## config.mk

```make
export PLATFORM = sky130hd
export DESIGN_NAME = hazard_control_unit
export DESIGN_NICKNAME = d
export VERILOG_FILES = /design/src/rtl/hazard_pkg.sv /design/src/rtl/hazard_scoreboard.sv /design/src/rtl/hazard_control_unit.sv
export SDC_FILE = /design/constraint.sdc
export NUM_CORES = 1
export LEC_CHECK = 0
export ABC_AREA = 1
export BUFFER_PORTS_ARGS = -buffer_cell sky130_fd_sc_hd__buf_2
export CORE_ASPECT_RATIO = 1.4
export CORE_UTILIZATION = 45
export DETAILED_ROUTE_END_ITERATION = 16
export PLACE_DENSITY = 0.76
export SLEW_MARGIN = 20
export SYNTH_ARGS = -nofsm -noshare
export SYNTH_HDL_FRONTEND = slang
export SYNTH_SLANG_ARGS = --single-unit
export TNS_END_PERCENT = 30
```

## constraint.sdc

```tcl
create_clock -name clk -period 2.8 [get_ports clk]
set_input_delay 0.28 -clock clk [delete_from_list [all_inputs] [get_ports clk]]
set_output_delay 0.28 -clock clk [all_outputs]
set_load 0.02 [all_outputs]
```

## src/rtl/hazard_pkg.sv

```systemverilog
// ---------------------------------------------------------------------------
// hazard_pkg
// Shared types and constants for the decode-stage hazard control unit.
//   hcu_state_t : interlock sequencer states (RUN / STALL / FLUSH)
//   sb_entry_t  : one scoreboard slot, {valid, destination register}
//   REG_ZERO    : the hard-wired zero register, never a hazard source
// ---------------------------------------------------------------------------
package hazard_pkg;

  typedef enum logic [1:0] {
    RUN   = 2'd0,
    STALL = 2'd1,
    FLUSH = 2'd2
  } hcu_state_t;

  typedef struct packed {
    logic       valid;
    logic [4:0] dest;
  } sb_entry_t;

  localparam logic [4:0] REG_ZERO = 5'd0;

  // True for any architectural register that can carry a dependency.
  function automatic logic is_real_reg(input logic [4:0] r);
    return r != REG_ZERO;
  endfunction

endpackage

```

## src/rtl/hazard_scoreboard.sv

```systemverilog
// ---------------------------------------------------------------------------
// hazard_scoreboard
// Shift register tracking in-flight register writes, one slot per pipeline
// stage from ID/EX (entry 0) to writeback (entry DEPTH-1), plus the two
// source-operand comparators used by the decode-stage interlock.
//
// Build option: HAZARD_WB_BYPASS_EN -- when defined, the writeback slot is
// left out of the comparison because the register file writes before it is
// read within the same cycle.
//
// Ports:
//   clk, reset   : clock, asynchronous active-high reset (clears all slots)
//   shift_en     : advance the pipeline by one stage this cycle
//   push_valid   : an issuing instruction writes push_dest
//   push_dest    : destination register of the issuing instruction
//   rs, rt       : decode-stage source registers to compare
//   match_rs/rt  : a tracked in-flight write targets rs / rt
// ---------------------------------------------------------------------------
module hazard_scoreboard
  import hazard_pkg::*;
#(
  parameter int DEPTH = 3
) (
  input  logic       clk,
  input  logic       reset,
  input  logic       shift_en,
  input  logic       push_valid,
  input  logic [4:0] push_dest,
  input  logic [4:0] rs,
  input  logic [4:0] rt,
  output logic       match_rs,
  output logic       match_rt
);

`ifdef HAZARD_WB_BYPASS_EN
  localparam int CMP_DEPTH = DEPTH - 1;
`else
  localparam int CMP_DEPTH = DEPTH;
`endif

  sb_entry_t [DEPTH-1:0] entries;

  // Writes of $0 are dropped at the door so they can never match later.
  always_ff @(posedge clk or posedge reset) begin
    if (reset) begin
      entries <= '0;
    end else if (shift_en) begin
      entries[0].valid <= push_valid & is_real_reg(push_dest);
      entries[0].dest  <= push_dest;
      for (int i = 1; i < DEPTH; i++) begin
        entries[i] <= entries[i-1];
      end
    end
  end

  // Reads of $0 always see the constant zero, so they never match.
  always_comb begin
    match_rs = 1'b0;
    match_rt = 1'b0;
    for (int i = 0; i < CMP_DEPTH; i++) begin
      if (entries[i].valid && entries[i].dest == rs) match_rs = 1'b1;
      if (entries[i].valid && entries[i].dest == rt) match_rt = 1'b1;
    end
    if (!is_real_reg(rs)) match_rs = 1'b0;
    if (!is_real_reg(rt)) match_rt = 1'b0;
  end

endmodule

```

## src/rtl/hazard_control_unit.sv

```systemverilog
// ---------------------------------------------------------------------------
// hazard_control_unit
// Pipeline interlock and redirect sequencer beside the decode stage. Stalls
// fetch/decode with a bubble into ID/EX on read-after-write hazards,
// squashes IF/ID for FLUSH_CYCLES cycles after a taken jump/branch, and
// freezes everything while the downstream stage requests a stall.
//
// Build option: HAZARD_WB_BYPASS_EN (forwarded to hazard_scoreboard) --
// excludes the writeback slot from hazard detection.
//
// Ports:
//   clk, reset          : clock, asynchronous active-high reset
//   dec_valid           : decode holds a real instruction
//   dec_rs, dec_rt      : source registers
//   dec_uses_rs/rt      : instruction actually reads rs / rt
//   dec_wr_en           : instruction writes dec_wr_dest
//   dec_wr_dest         : destination register
//   jump_taken          : decode resolved a taken jump/branch
//   ext_stall           : downstream busy, freeze the pipeline
//   stall_out           : hold PC and IF/ID
//   bubble_out          : load ID/EX with NOP values
//   flush_out           : squash IF/ID contents
//   stall_count         : saturating count of hazard-stall cycles
// ---------------------------------------------------------------------------
module hazard_control_unit
  import hazard_pkg::*;
#(
  parameter int DEPTH        = 3,
  parameter int FLUSH_CYCLES = 1,
  parameter int CNT_W        = 16
) (
  input  logic             clk,
  input  logic             reset,
  input  logic             dec_valid,
  input  logic [4:0]       dec_rs,
  input  logic [4:0]       dec_rt,
  input  logic             dec_uses_rs,
  input  logic             dec_uses_rt,
  input  logic             dec_wr_en,
  input  logic [4:0]       dec_wr_dest,
  input  logic             jump_taken,
  input  logic             ext_stall,
  output logic             stall_out,
  output logic             bubble_out,
  output logic             flush_out,
  output logic [CNT_W-1:0] stall_count
);

  localparam logic [2:0] FLUSH_LOAD = 3'(FLUSH_CYCLES);

  hcu_state_t state;
  hcu_state_t next_state;
  logic [2:0] flush_cnt;
  logic       match_rs;
  logic       match_rt;
  logic       hazard;
  logic       issue;

  hazard_scoreboard #(
    .DEPTH (DEPTH)
  ) u_scoreboard (
    .clk        (clk),
    .reset      (reset),
    .shift_en   (~ext_stall),
    .push_valid (issue & dec_wr_en),
    .push_dest  (dec_wr_dest),
    .rs         (dec_rs),
    .rt         (dec_rt),
    .match_rs   (match_rs),
    .match_rt   (match_rt)
  );

  // The decode instruction is squashed while flushing, so its operands
  // cannot raise a hazard and it never issues.
  always_comb begin
    hazard = dec_valid & ((dec_uses_rs & match_rs) | (dec_uses_rt & match_rt))
           & (state != FLUSH);
    issue  = dec_valid & ~hazard & ~ext_stall & (state != FLUSH);
  end

  // State register; a downstream freeze holds the sequencer in place.
  always_ff @(posedge clk or posedge reset) begin
    if (reset) begin
      state <= RUN;
    end else if (!ext_stall) begin
      state <= next_state;
    end
  end

  // Hazard outranks a redirect: a jump waiting on its operands is simply
  // re-presented by decode, and its redirect is taken once it issues.
  always_comb begin
    next_state = state;
    case (state)
      RUN, STALL: begin
        if (hazard)          next_state = STALL;
        else if (jump_taken) next_state = FLUSH;
        else                 next_state = RUN;
      end
      FLUSH: begin
        if (flush_cnt <= 3'd1) next_state = RUN;
      end
      default: next_state = RUN;
    endcase
  end

  // Remaining squash cycles; loaded on the way into FLUSH.
  always_ff @(posedge clk or posedge reset) begin
    if (reset) begin
      flush_cnt <= 3'd0;
    end else if (!ext_stall) begin
      if (state != FLUSH && next_state == FLUSH) begin
        flush_cnt <= FLUSH_LOAD;
      end else if (state == FLUSH) begin
        flush_cnt <= flush_cnt - 3'd1;
      end
    end
  end

  // Stall and bubble react to the hazard in the same cycle; a downstream
  // freeze holds the front end without inserting bubbles.
  always_comb begin
    stall_out  = 1'b0;
    bubble_out = 1'b0;
    flush_out  = 1'b0;
    if (ext_stall) begin
      stall_out = 1'b1;
    end else begin
      case (state)
        RUN, STALL: begin
          stall_out  = hazard;
          bubble_out = hazard;
        end
        FLUSH: flush_out = 1'b1;
        default: ;
      endcase
    end
  end

  // Hazard-stall cycles counted for performance monitoring, sticking at max.
  always_ff @(posedge clk or posedge reset) begin
    if (reset) begin
      stall_count <= '0;
    end else if (hazard && !ext_stall && stall_count != {CNT_W{1'b1}}) begin
      stall_count <= stall_count + 1'b1;
    end
  end

endmodule

```

; Word-level counts from Yosys, hierarchy flattened
; Index checks and enable logic that the tools add are counted.
[word_totals]
ramBits = 0
romBits = 0
register_bits = 39
out_inout_bits = 19
latch_bits = 0
mem_count = 0
word_cells = 71
[classes]
n_lt_le_gt_ge = 1
shifts = 0
n_div = 0
multipliers = 0
eq_ne = 11
mux = 19
n_reduce_logical = 17
addsub = 2
n_bitwise = 12
[ops]
columns = cell, count
row1 = == test 5 bit, 6
row2 = adder 16 x 1 -> 16 bit (second input constant), 1
row3 = != test 16 bit (second input constant), 1
row4 = nonzero test 5 bit, 3
row5 = 2-to-1 mux 1 bit, 13
row6 = AND 1 bit, 9
row7 = logical AND 1 bit, 9
row8 = 2-to-1 mux 2 bit, 3
row9 = 2-to-1 mux 3 bit, 2
row10 = == test 2 bit (second input constant), 2
row11 = one-hot mux 2 bit (2 select lines), 1
row12 = <= comparator 3 x 1 -> 1 bit (second input constant), 1
row13 = subtractor 3 x 1 -> 3 bit (second input constant), 1
row14 = == test 2 x 1 -> 1 bit (second input constant), 1
row15 = zero test 2 bit, 1
row16 = != test 2 bit (second input constant), 1
row17 = inverter 1 bit, 2
row18 = AND reduction 2 bit, 1
row19 = nonzero test 2 bit, 1
row20 = OR reduction 2 bit, 1
row21 = zero test 1 bit, 1
row22 = OR 1 bit, 1

; Logic depth before layout (Yosys ltp)
; Gate-level depths: netlist of run 1.
[depth]
depth_word = 16
depth_mapped = 14
ltp_nobuf = 14

; By module
; Synthesis of run 1 repeated with hierarchy kept, for this count alone.
[hier_totals]
cells_unflattened = 401
area_unflattened_um2 = 2546.2
[modules_own_cells]
columns = mod, instances, area_per_inst_um2, cells_per_inst
row1 = hazard_control_unit, 1, 1331.3, 193
row2 = hazard_scoreboard, 1, 1214.9, 208

; Worst setup path after synthesis of run 1
; No wires, ideal clock.
[synth_path]
path_kind = register -> register
start = register stall_count[0]
end = register stall_count[10]
slack_ps = 999
n_path_buf = 1
arrival_ps = 1664
required_ps = 2663
path_stages_with_launch = 11
period_less_slack_ps = 1801
cell_sequence = dfrtp_1 > ha_1 > nand3_1 > inv_1 > nand4_2 > nor2_2 > nor2_4 > nand3_4 > buf_6 > nor2_2 > xor2_1
[synth_via]
elab_chain_cells = 2
word_cells_on_any_way = 3
classes_between = add/sub (1) / eq/ne (1) / reduce/logical (1)
[synth_lines]
columns = item, line_no
row1 = from (decl), hazard_control_unit.sv:46  ; output logic [CNT_W-1:0] stall_count
row2 = from (signal assigned), hazard_control_unit.sv:145  ; stall_count <= stall_count + 1'b1;
row3 = branches (longest 2 deep; another with adder 16 x 1 -> 16 bit), --
; Several ways; the timed one is not identified.
; A chain may end at the register's enable or synchronous reset.

; Worst setup path after layout of run 1
[layout_path]
start = register u_scoreboard.entries[10] (netlist name)
end = output port stall_out
[layout_via]
elab_chain_cells = 11
word_cells_on_any_way = 17
classes_between = eq/ne (2) / mux (8) / bitwise (5) / reduce/logical (2)
[layout_lines]
columns = item, line_no
row1 = from (decl), hazard_scoreboard.sv:41  ; sb_entry_t [DEPTH-1:0] entries;
row2 = "from (signal, indexed assignment)", hazard_scoreboard.sv:51  ; entries[i] <= entries[i-1];
row3 = == test 5 bit (on tied branches), "hazard_scoreboard.sv:61, hazard_scoreboard.sv:62"
row4 = logical AND 1 bit (on tied branches), "hazard_scoreboard.sv:61, hazard_scoreboard.sv:62"
row5 = 2-to-1 mux 1 bit (on tied branches) (2 in series), "hazard_scoreboard.sv:61, hazard_scoreboard.sv:62"
row6 = 2-to-1 mux 1 bit (on tied branches), "hazard_scoreboard.sv:64, hazard_scoreboard.sv:65"
row7 = AND 1 bit, hazard_control_unit.sv:76  ; hazard = dec_valid & ((dec_uses_rs & match_rs) | (dec_uses_rt & match_rt))
row8 = OR 1 bit *, hazard_control_unit.sv:76
row9 = AND 1 bit *, hazard_control_unit.sv:76
row10 = AND 1 bit *, hazard_control_unit.sv:77  ; & (state != FLUSH);
row11 = 2-to-1 mux 1 bit *, hazard_control_unit.sv:129  ; case (state)
row12 = 2-to-1 mux 1 bit *, hazard_control_unit.sv:126  ; if (ext_stall) begin
row13 = to (decl), hazard_control_unit.sv:43  ; output logic stall_out,
; Every way passes the cells marked *; elsewhere a longest branch is shown, timed or not.

==> impl_metrics.csv, run 1 <==
group,metric,value,unit
floorplan,core_area,5236,um^2
clock_tree,clock_latency,290,ps
clock_tree,cts_tree,"done",
clock_tree,htreeDepth,2,
worst_setup_path,required,2520,ps
clock_tree,cts-buffers-inserted,5,
synthesis,ys_seq_area_frac,0.3961,
worst_setup_path,worstReg2RegStart,"stall_count[0]$_DFFE_PP0P_",
job,maxCapViolations,0,
placed_design,dpl.hpwl,4378,um
floorplan,die_x,64.54,um
hold_path,hold_class,"in -> async",
detailed_routing,drtAntennaViolNets,0,
synthesis,syn_area,2464,um^2
synthesis,synth-async-reset-ratio,1.000,
clock_tree,cts_root_buffer,"clkbuf_8",
sta,worst_slack,547.1,ps
worst_setup_path,cp_max_fo,8,
detailed_routing,viasPerCell,5.013,
synthesis,synthFlopType,"dfrtp_1",
floorplan,initial_core_util,0.4705,
sta,relSlewSlack,0.6457,
synthesis,synthTopCellsByArea,"dfrtp_1, nand2_1, inv_1",
synthesis,synth_area_per_cell,6.787,um^2
detailed_routing,vias,2366,
worst_setup_path,start_kind,"register",
global_routing,grt.total_usage,0.2197,
floorplan,die_area,5779,um^2
clock_tree,cts_resized,0,
cells_and_area,syn_to_final_growth,15.24,%
sta,period_share,0.8046,
synthesis,synth_cell_types,29,
status,status,"finished clean",
detailed_routing,drc,0,
sta,setup_violations,0,
synthesis,synth-seq-cells,39,
sta,report.final.slew_viol_count,0,
power_and_ir_drop,p_total,0.001596,W
cells_and_area,insertedDiodeCount,0,
clock_tree,holdBufCountCts,0,
placed_design,dp_cells,464,
worst_setup_path,crit_type,"reg -> out",
clock_tree,cts.sinks,39,
worst_setup_path,regToRegSetupSlack,820,ps
cells_and_area,drive_gt1_frac,0.1773,
power_and_ir_drop,seqPwrFrac,0.445,
floorplan,io_pins,42,
cells_and_area,layout.nets,430,
power_and_ir_drop,power.density,562.2,nW/um^2
placed_design,port-buffer-count,41,
sta,tns,0,ps
floorplan,die_y,89.55,um
sta,max_freq,443.9,MHz
cells_and_area,final_cells,472,
power_and_ir_drop,switching_share,0.3288,
placed_design,place_ws,780.3,ps
placed_design,place.gp.congestion,0.9431,
detailed_routing,drt-initial-drc-count,168,
synthesis,synth_top_area_share,0.3961,
synthesis,synth_edf_count,0,
cells_and_area,mostFrequentLayoutCells,"nand2_1, buf_2, inv_1",
synthesis,synth_largest_area_cell,"dfrtp_1",
power_and_ir_drop,ir_drop,466.9,uV
detailed_routing,routedWlPerCell,12.26,um
detailed_routing,first_pass_iters,4,
clock_tree,cts_buffer_depth,2,
floorplan,placementRows,31,
power_and_ir_drop,power.clock.fraction,0.307,
sta,skew,2.906,ps
power_and_ir_drop,p_leak,1.564,nW
synthesis,yosysWarnings,0,
global_routing,first_global_vias,2199,
sta,whs,88.21,ps
global_routing,grt_pass1_wl,9770,um
global_routing,grt_max_degree,40,
power_and_ir_drop,p_int,0.001071,W
worst_setup_path,r2r_end,"stall_count[12]$_DFFE_PP0P_",
worst_setup_path,end_kind,"output port",
power_and_ir_drop,p_switching,0.0005248,W
global_routing,antenna_found_initial,0,
sta,hold_viol_final,0,
synthesis,synth_nets,388,
sta,rsz0062_at_grt,"no",
clock_tree,clkTransAtPathRegs,80,ps
sta,worstMarginPinSlew,531.5,ps
power_and_ir_drop,p_comb_frac,0.248,
worst_setup_path,reg2reg_depth,9,
cells_and_area,final_common_cell,"nand2_1",
sta,min_period,2253,ps
global_routing,grt_overflow,0,
detailed_routing,wirelength,5789,um
worst_setup_path,cp.arrival,1970,ps
worst_setup_path,crit_start,"u_scoreboard.entries[10]$_DFFE_PP0N_",
synthesis,syn_inst,363,
clock_tree,postCtsSetupBuffers,0,
cell type report:
| type | count | area, um^2 |
|---|---|---|
| fillers | 543 | 2397 |
| repair buffers | 42 | 212.7 |
| well taps | 66 | 82.58 |
| inverters | 51 | 191.4 |
| clock buffers | 6 | 82.58 |
| clock inverters | 2 | 35.03 |
| multi-input cells | 266 | 1259 |
| flip-flops and latches | 39 | 975.9 |
critical path, stage by stage, from the launching register on:
cell     delay [ps]
dfrtp_1         430
inv_1           100
nand2_1          70
a21oi_1         140
nand3_1         100
nand3_1          90
nand2_1          60
nand2_2         100
nand2_1         100
inv_2           150
nand2_1          80
nand2_1          80
buf_2           180
routing by layer:
layer	GRT usage	routed length [um]	vias up
met3	0.03827	247	13
met5	0	0	-
li1	-	-	1207
met1	0.2566	2490	1072
met2	0.3943	2913	74
met4	0.09495	138	0
power groups by stage:
stage	logic [W]	clock network [W]	registers [W]
5_1_grt	0.000454	0.000524	0.000722
2_1_floorplan	0.000273	0	0.000726
3_3_place_gp	0.000386	0	0.000718
3_5_place_dp	0.000397	0	0.000720
6_report	0.000396	0.000490	0.000711
4_1_cts	0.000399	0.000499	0.000709
worst max path at each step:
stage / to / slack [ps]
3_3_place_gp: stall_count[12]$_DFFE_PP0P_ / 870
2_1_floorplan: stall_count[10]$_DFFE_PP0P_ / 1000
3_5_place_dp: stall_count[12]$_DFFE_PP0P_ / 780
5_1_grt: stall_out / 340
4_1_cts: bubble_out / 540
6_report: stall_out / 550
Yosys cell counts (2+ instances only):
master	instances
clkbuf_1	5
dfrtp_1	39
ha_1	2
inv_1	40
inv_2	11
nand2_1	139
nand3_1	23
nand4_1	6
nor2_1	32
nor2_2	4
nor3_1	4
nor4_1	2
o21ai_0	22
o21ai_1	6
xnor2_1	8
xor2_1	7
per-stage QoR:
stage          area, um^2    util
2_1_floorplan        2464       -
3_3_place_gp         2721  0.5197
3_5_place_dp         2721  0.5197
4_1_cts              2839  0.5422
5_1_grt              2839  0.5422
6_report             2839  0.5422
logic make-up (layout without fill, tap and decap cells):
| family | after synthesis | after routing | synth area share |
|---|---|---|---|
| compound gates | 33 | 33 | 0.07161 |
| simple gates | 215 | 215 | 0.3692 |
| xor+xnor | 16 | 16 | 0.05993 |
| flops | 39 | 39 | 0.3961 |
| buf+inv | 58 | 101 | 0.09294 |
| fa+ha+maj | 2 | 2 | 0.01016 |
sequential cells by signal, indices dropped and copies added, names as in the netlist:
name                  cells
stall_count              16
u_scoreboard.entries     18
flush_cnt                 3
state                     2
(Power assumes the default switching activity.)
==> inputs of run 2 (changes only) <==
Settings changed: PLACE_DENSITY 0.76 to 0.79.
Clock period 2.8 ns to 1.9 ns, I/O delays scaled along.
==> run 2 against run 1 <==
The run now ends with negative hold slack, negative setup slack left; critical path depth is 1 higher; clock skew is 2.3 ps higher; non-clock buffer count rose by 14; total power grew 51%; sequential cell count stayed put; sequential power up 46%.
==> impl_metrics.csv, run 2 (same netlist as run 1, synthesis figures left out) <==
group,metric,value,unit
cells_and_area,ff_latch_area,975.9,um^2
cells_and_area,final_common_cell,"nand2_1",
sta,hold_viol_final,8,
cells_and_area,top_register,"u_scoreboard.entries",
cells_and_area,stdcell_area,2968,um^2
global_routing,first_global_vias,2258,
clock_tree,holdBufCountCts,0,
clock_tree,cts-buffers-inserted,5,
sta,setup_violations,2,
clock_tree,clkTransAtPathRegs,80,ps
detailed_routing,first_pass_iters,4,
cells_and_area,layout.nets,444,
sta,whs,-7.818,ps
sta,min_period,1988,ps
floorplan,die_x,64.54,um
detailed_routing,vias,2410,
sta,period_share,1.046,
sta,skew,5.229,ps
placed_design,port-buffer-count,41,
floorplan,core_area,5236,um^2
hold_path,hold_class,"in -> async",
global_routing,grt_pass1_wl,9591,um
worst_setup_path,crit_type,"reg -> out",
detailed_routing,drt-initial-drc-count,115,
global_routing,grt_overflow,0,
detailed_routing,routedWlPerCell,11.77,um
placed_design,dpl.hpwl,4351,um
sta,worstMarginPinSlew,484.9,ps
worst_setup_path,end_kind,"output port",
power_and_ir_drop,ir_drop,680.1,uV
floorplan,die_y,89.55,um
clock_tree,cts_buffer_depth,2,
clock_tree,cts_root_buffer,"clkbuf_8",
sta,relSlewSlack,0.6768,
power_and_ir_drop,p_total,0.002409,W
global_routing,grt.total_usage,0.2163,
clock_tree,cts_tree,"done",
worst_setup_path,required,1710,ps
detailed_routing,drtAntennaViolNets,0,
sta,rsz0062_at_grt,"yes",
floorplan,initial_core_util,0.4705,
cells_and_area,largest_reg_flops,18,
placed_design,place.gp.congestion,0.9057,
clock_tree,clock_latency,290,ps
detailed_routing,wirelength,5719,um
worst_setup_path,cp_slowest_cell,"dfrtp_1",
sta,worst_slack,-88.02,ps
worst_setup_path,cp_max_fo,4,
cells_and_area,drive_gt1_frac,0.2286,
cells_and_area,syn_to_final_growth,20.47,%
clock_tree,htreeDepth,2,
placed_design,placed_cell_area,2774,um^2
worst_setup_path,path_cells,"buf_4 -> nand2_1 -> nand2_1 -> nor2_1 -> nand3_1 -> nand3_1 -> nand2_1 -> nand2_2 -> nand2_2 -> inv_2 -> nand2_2 -> nor2_1 -> buf_4",
job,maxCapViolations,0,
floorplan,placementRows,31,
status,violations,"negative hold slack, negative setup slack",
cells_and_area,reg_top3,"u_scoreboard.entries x18, stall_count x16, flush_cnt x3",
cells_and_area,final_core_util,0.5668,
sta,max_freq,503.0,MHz
floorplan,die_area,5779,um^2
cells_and_area,insertedDiodeCount,0,
floorplan,io_pins,42,
global_routing,antenna_found_initial,0,
sta,tns,-163.6,ps
worst_setup_path,cp.arrival,1800,ps
cells_and_area,mostFrequentLayoutCells,"nand2_1, dfrtp_1, buf_2",
detailed_routing,drc,0,
worst_setup_path,start_kind,"register",
power_and_ir_drop,power.density,811.6,nW/um^2
status,status,"finished with violations",
clock_tree,cts.sinks,39,
detailed_routing,viasPerCell,4.959,
sta,report.final.slew_viol_count,0,
cells_and_area,multi_input_area,1274,um^2
global_routing,grt_max_degree,40,
cells_and_area,fillers,537,
worst_setup_path,critPathMaxStageDelay,420,ps
power_and_ir_drop,p_leak,1.636,nW
-- run 2: worst paths after layout --
kind | depth (start not counted) | endpoint | slack, ps | from
worst max-delay path | 13 | bubble_out | -90 | u_scoreboard.entries[16]$_DFFE_PP0N_
worst min-delay path | 3 | u_scoreboard.entries[14]$_DFFE_PP0N_ | -8 | reset
worst max register to register | 12 | stall_count[12]$_DFFE_PP0P_ | 40 | u_scoreboard.entries[16]$_DFFE_PP0N_
worst min register to register | 1 | state[0]$_DFFE_PP0N_ | 500 | state[0]$_DFFE_PP0N_
max in group asynchronous | 3 | u_scoreboard.entries[10]$_DFFE_PP0N_ | 1560 | reset
min in group clk | 3 | u_scoreboard.entries[0]$_DFFE_PP0N_ | 140 | dec_wr_dest[0]
-- run 2: area by class of cell --
class | count | share of cell area
Clock buffer | 6 | 0.02782
Clock inverter | 2 | 0.01180
Inverter | 51 | 0.06450
Multi-Input combinational cell | 266 | 0.4292
Sequential cell | 39 | 0.3288
Tap cell | 66 | 0.02782
Timing Repair Buffer | 56 | 0.1100
-- run 2: stage by stage --
| step | std cells | worst slack (ps) |
|---|---|---|
| finish | 486 | -88.02 |
| global route | 486 | -172.4 |
| CTS | 481 | -46.33 |
| detailed placement | 471 | 115.6 |
| global placement | 471 | 175.7 |
| floorplan | 363 | 99.37 |
-- run 2: layer usage --
layer	track usage	share of wire
met5	0	0
met1	0.2476	0.42
met2	0.3866	0.50
met3	0.03189	0.045
met4	0.1192	0.035
-- run 2: report_power, final --
part,total [W],switching (W),internal [W],leakage [nW]
clock,0.000712,0.000287,0.000425,0.0612
sequential,0.00104,0.000101,0.000937,0.503
combinational,0.000660,0.000393,0.000267,1.07
total,0.00241,0.000781,0.00163,1.64
-- run 2: what timing repair did --
| item | in CTS | in global routing |
|---|---|---|
| endpoints found under the setup margin | 2 | 14 |
| pin swaps | 8 | 8 |
| gates resized for setup | 8 | 6 |
| setup buffers | 2 | 5 |
-- run 2: worst max-delay path: cells and delay by family (launching register included) --
family                 cells  cell delay [ps]
and+or+nand+nor           10              740
buffers and inverters      3              360
DFF                        1              420
==> inputs of run 3 (changes only) <==
Settings changed: PLACE_DENSITY 0.79 to 0.67.
==> run 3 against run 2 <==
The run ends with negative setup slack left; global-route usage up 2.1 points; register-to-register slack better by 110 ps; combinational power increased by 7.3%; largest power group unchanged; cell count increased by 1.9%; critical path depth did not move; design area increased by 4.4%; first-iteration DRC count is 17% higher; sequential cell count unchanged; non-clock buffer count rose by 9.
==> impl_metrics.csv, run 3 (same netlist as run 1, synthesis figures left out) <==
group,metric,value,unit
clock_tree,clock_latency,300,ps
status,status,"finished with violations",
floorplan,placementRows,31,
global_routing,grt_max_degree,40,
worst_setup_path,end_kind,"output port",
clock_tree,cts_buffer_depth,2,
job,maxCapViolations,0,
sta,worst_slack,-52.77,ps
placed_design,place.gp.congestion,0.9011,
worst_setup_path,cp_num_buf_inv,3,
sta,rsz0062_at_grt,"yes",
worst_setup_path,cp_slowest_cell,"dfrtp_1",
global_routing,first_global_vias,2330,
cells_and_area,multi_input_area,1316,um^2
cells_and_area,drive_gt1_frac,0.2867,
status,violations,"negative setup slack",
global_routing,grt_overflow,0,
hold_path,hold_class,"in -> async",
clock_tree,cts.sinks,39,
clock_tree,cts-buffers-inserted,5,
sta,hold_viol_final,0,
detailed_routing,met1_length,2616,um
global_routing,grt_pass1_wl,10290,um
detailed_routing,vias,2436,
sta,relSlewSlack,0.6519,
clock_tree,holdBufCountCts,0,
floorplan,die_area,5779,um^2
cells_and_area,top_register,"u_scoreboard.entries",
detailed_routing,viasPerCell,4.921,
floorplan,initial_core_util,0.4705,
floorplan,io_pins,42,
cells_and_area,mostFrequentLayoutCells,"nand2_1, dfrtp_1, buf_2",
cells_and_area,layout.nets,453,
clock_tree,clkTransAtPathRegs,80,ps
floorplan,die_y,89.55,um
detailed_routing,routedWlPerCell,12.66,um
floorplan,core_area,5236,um^2
cells_and_area,insertedDiodeCount,0,
cells_and_area,final_core_util,0.5916,
detailed_routing,highest_layer,"met4",
cells_and_area,largest_reg_flops,18,
detailed_routing,drtAntennaViolNets,0,
sta,max_freq,512.1,MHz
worst_setup_path,critPathMaxStageDelay,410,ps
worst_setup_path,start_kind,"register",
detailed_routing,wirelength,6266,um
sta,setup_violations,2,
worst_setup_path,required,1710,ps
clock_tree,htreeDepth,2,
placed_design,dpl.hpwl,4567,um
detailed_routing,wl_met2,3251,um
worst_setup_path,cp_top_family,"simple AND/OR/NAND/NOR gates",
worst_setup_path,cpMostUsedCell,"nand2_2",
placed_design,port-buffer-count,41,
clock_tree,cts_tree,"done",
sta,skew,3.840,ps
sta,report.final.slew_viol_count,0,
cells_and_area,syn_to_final_growth,25.75,%
clock_tree,cts_root_buffer,"clkbuf_8",
cells_and_area,ff_latch_area,975.9,um^2
cells_and_area,reg_top3,"u_scoreboard.entries x18, stall_count x16, flush_cnt x3",
sta,min_period,1953,ps
power_and_ir_drop,p_leak,1.695,nW
power_and_ir_drop,ir_drop,576.2,uV
detailed_routing,route.met3.wl,173,um
detailed_routing,drt-initial-drc-count,134,
detailed_routing,first_pass_iters,4,
cells_and_area,fillers,549,
global_routing,grt.total_usage,0.2373,
worst_setup_path,crit_type,"reg -> out",
sta,worstMarginPinSlew,522.1,ps
cells_and_area,final_common_cell,"nand2_1",
detailed_routing,drc,0,
worst_setup_path,cp.arrival,1760,ps
worst_setup_path,cp_max_fo,4,
global_routing,antenna_found_initial,0,
sta,period_share,1.028,
floorplan,die_x,64.54,um
power_and_ir_drop,p_total,0.002468,W
worst_setup_path,path_cells,"inv_2 -> nand2_1 -> nand2_1 -> nor2_2 -> nand3_2 -> nand3_2 -> nand2_2 -> nand2_2 -> nand2_2 -> inv_2 -> nand2_2 -> nor2_1 -> buf_4",
power_and_ir_drop,power.density,796.6,nW/um^2
[run 3: changes by cell type in the layout (fill, tap and decap cells not counted), moves of 2 or more]
cell,before,now
nor2_1,28,23
nand3_2,0,4
buf_6,1,3
nand3_1,23,19
inv_1,36,30
buf_4,16,22
inv_2,15,21
nor2_2,8,13
[run 3: path summary, 6_finish.rpt]
path	start	end	slack [ps]	cells after the start
max in group asynchronous	reset	stall_count[6]$_DFFE_PP0P_	1530	3
min in group clk	dec_wr_dest[0]	u_scoreboard.entries[0]$_DFFE_PP0N_	130	3
hold reg to reg	flush_cnt[1]$_DFFE_PP0P_	flush_cnt[1]$_DFFE_PP0P_	500	2
setup / recovery	u_scoreboard.entries[4]$_DFFE_PP0N_	bubble_out	-50	13
hold / removal	reset	stall_count[5]$_DFFE_PP0P_	4	3
setup reg to reg	u_scoreboard.entries[4]$_DFFE_PP0N_	stall_count[0]$_DFFE_PP0P_	150	12
[run 3: what timing repair did]
item,CTS,global route
hold endpoints to repair,0,0
gates cloned,0,0
pin swaps,5,17
gates resized for setup,12,23
buffers inserted,4,7
setup endpoints to repair,2,12
[run 3: stage by stage]
stage	TNS, ps	cells	cell area (um^2)	setup slack [ps]	hold slack [ps]
after floorplan	0	363	2464	99.37	311.0
after global placement	0	476	2811	140.8	337.6
after detailed placement	0	476	2811	129.8	342.9
after CTS	-83.97	488	2980	-49.28	11.60
after global routing	-301.5	495	3098	-160.6	59.22
final	-77.41	495	3098	-52.77	3.958
[run 3: report_power, final]
group / internal [W] / switching (W)
Sequential: 0.000937 / 0.0000923
Combinational: 0.000294 / 0.000414
Clock: 0.000425 / 0.000306
Total: 0.00166 / 0.000812
[run 3: tightest hold or removal path, cell delays in order]
cell and delay (ps):
buf_2 90, inv_1 40, buf_4 430
[run 3: area by class of cell]
class | instances | share of cell area
repair buffers | 65 | 0.1337
multi-input cells | 266 | 0.4249
inverters | 51 | 0.06179
flip-flops and latches | 39 | 0.3150
clock buffers | 6 | 0.02666
well taps | 66 | 0.02666
clock inverters | 2 | 0.01131
[run 3: metal layers]
metal	GRT usage	vias to the layer above
met3	0.03189	19
met1	0.2742	1109
met5	0	-
met4	0.1172	0
li1	-	1255
met2	0.4297	53
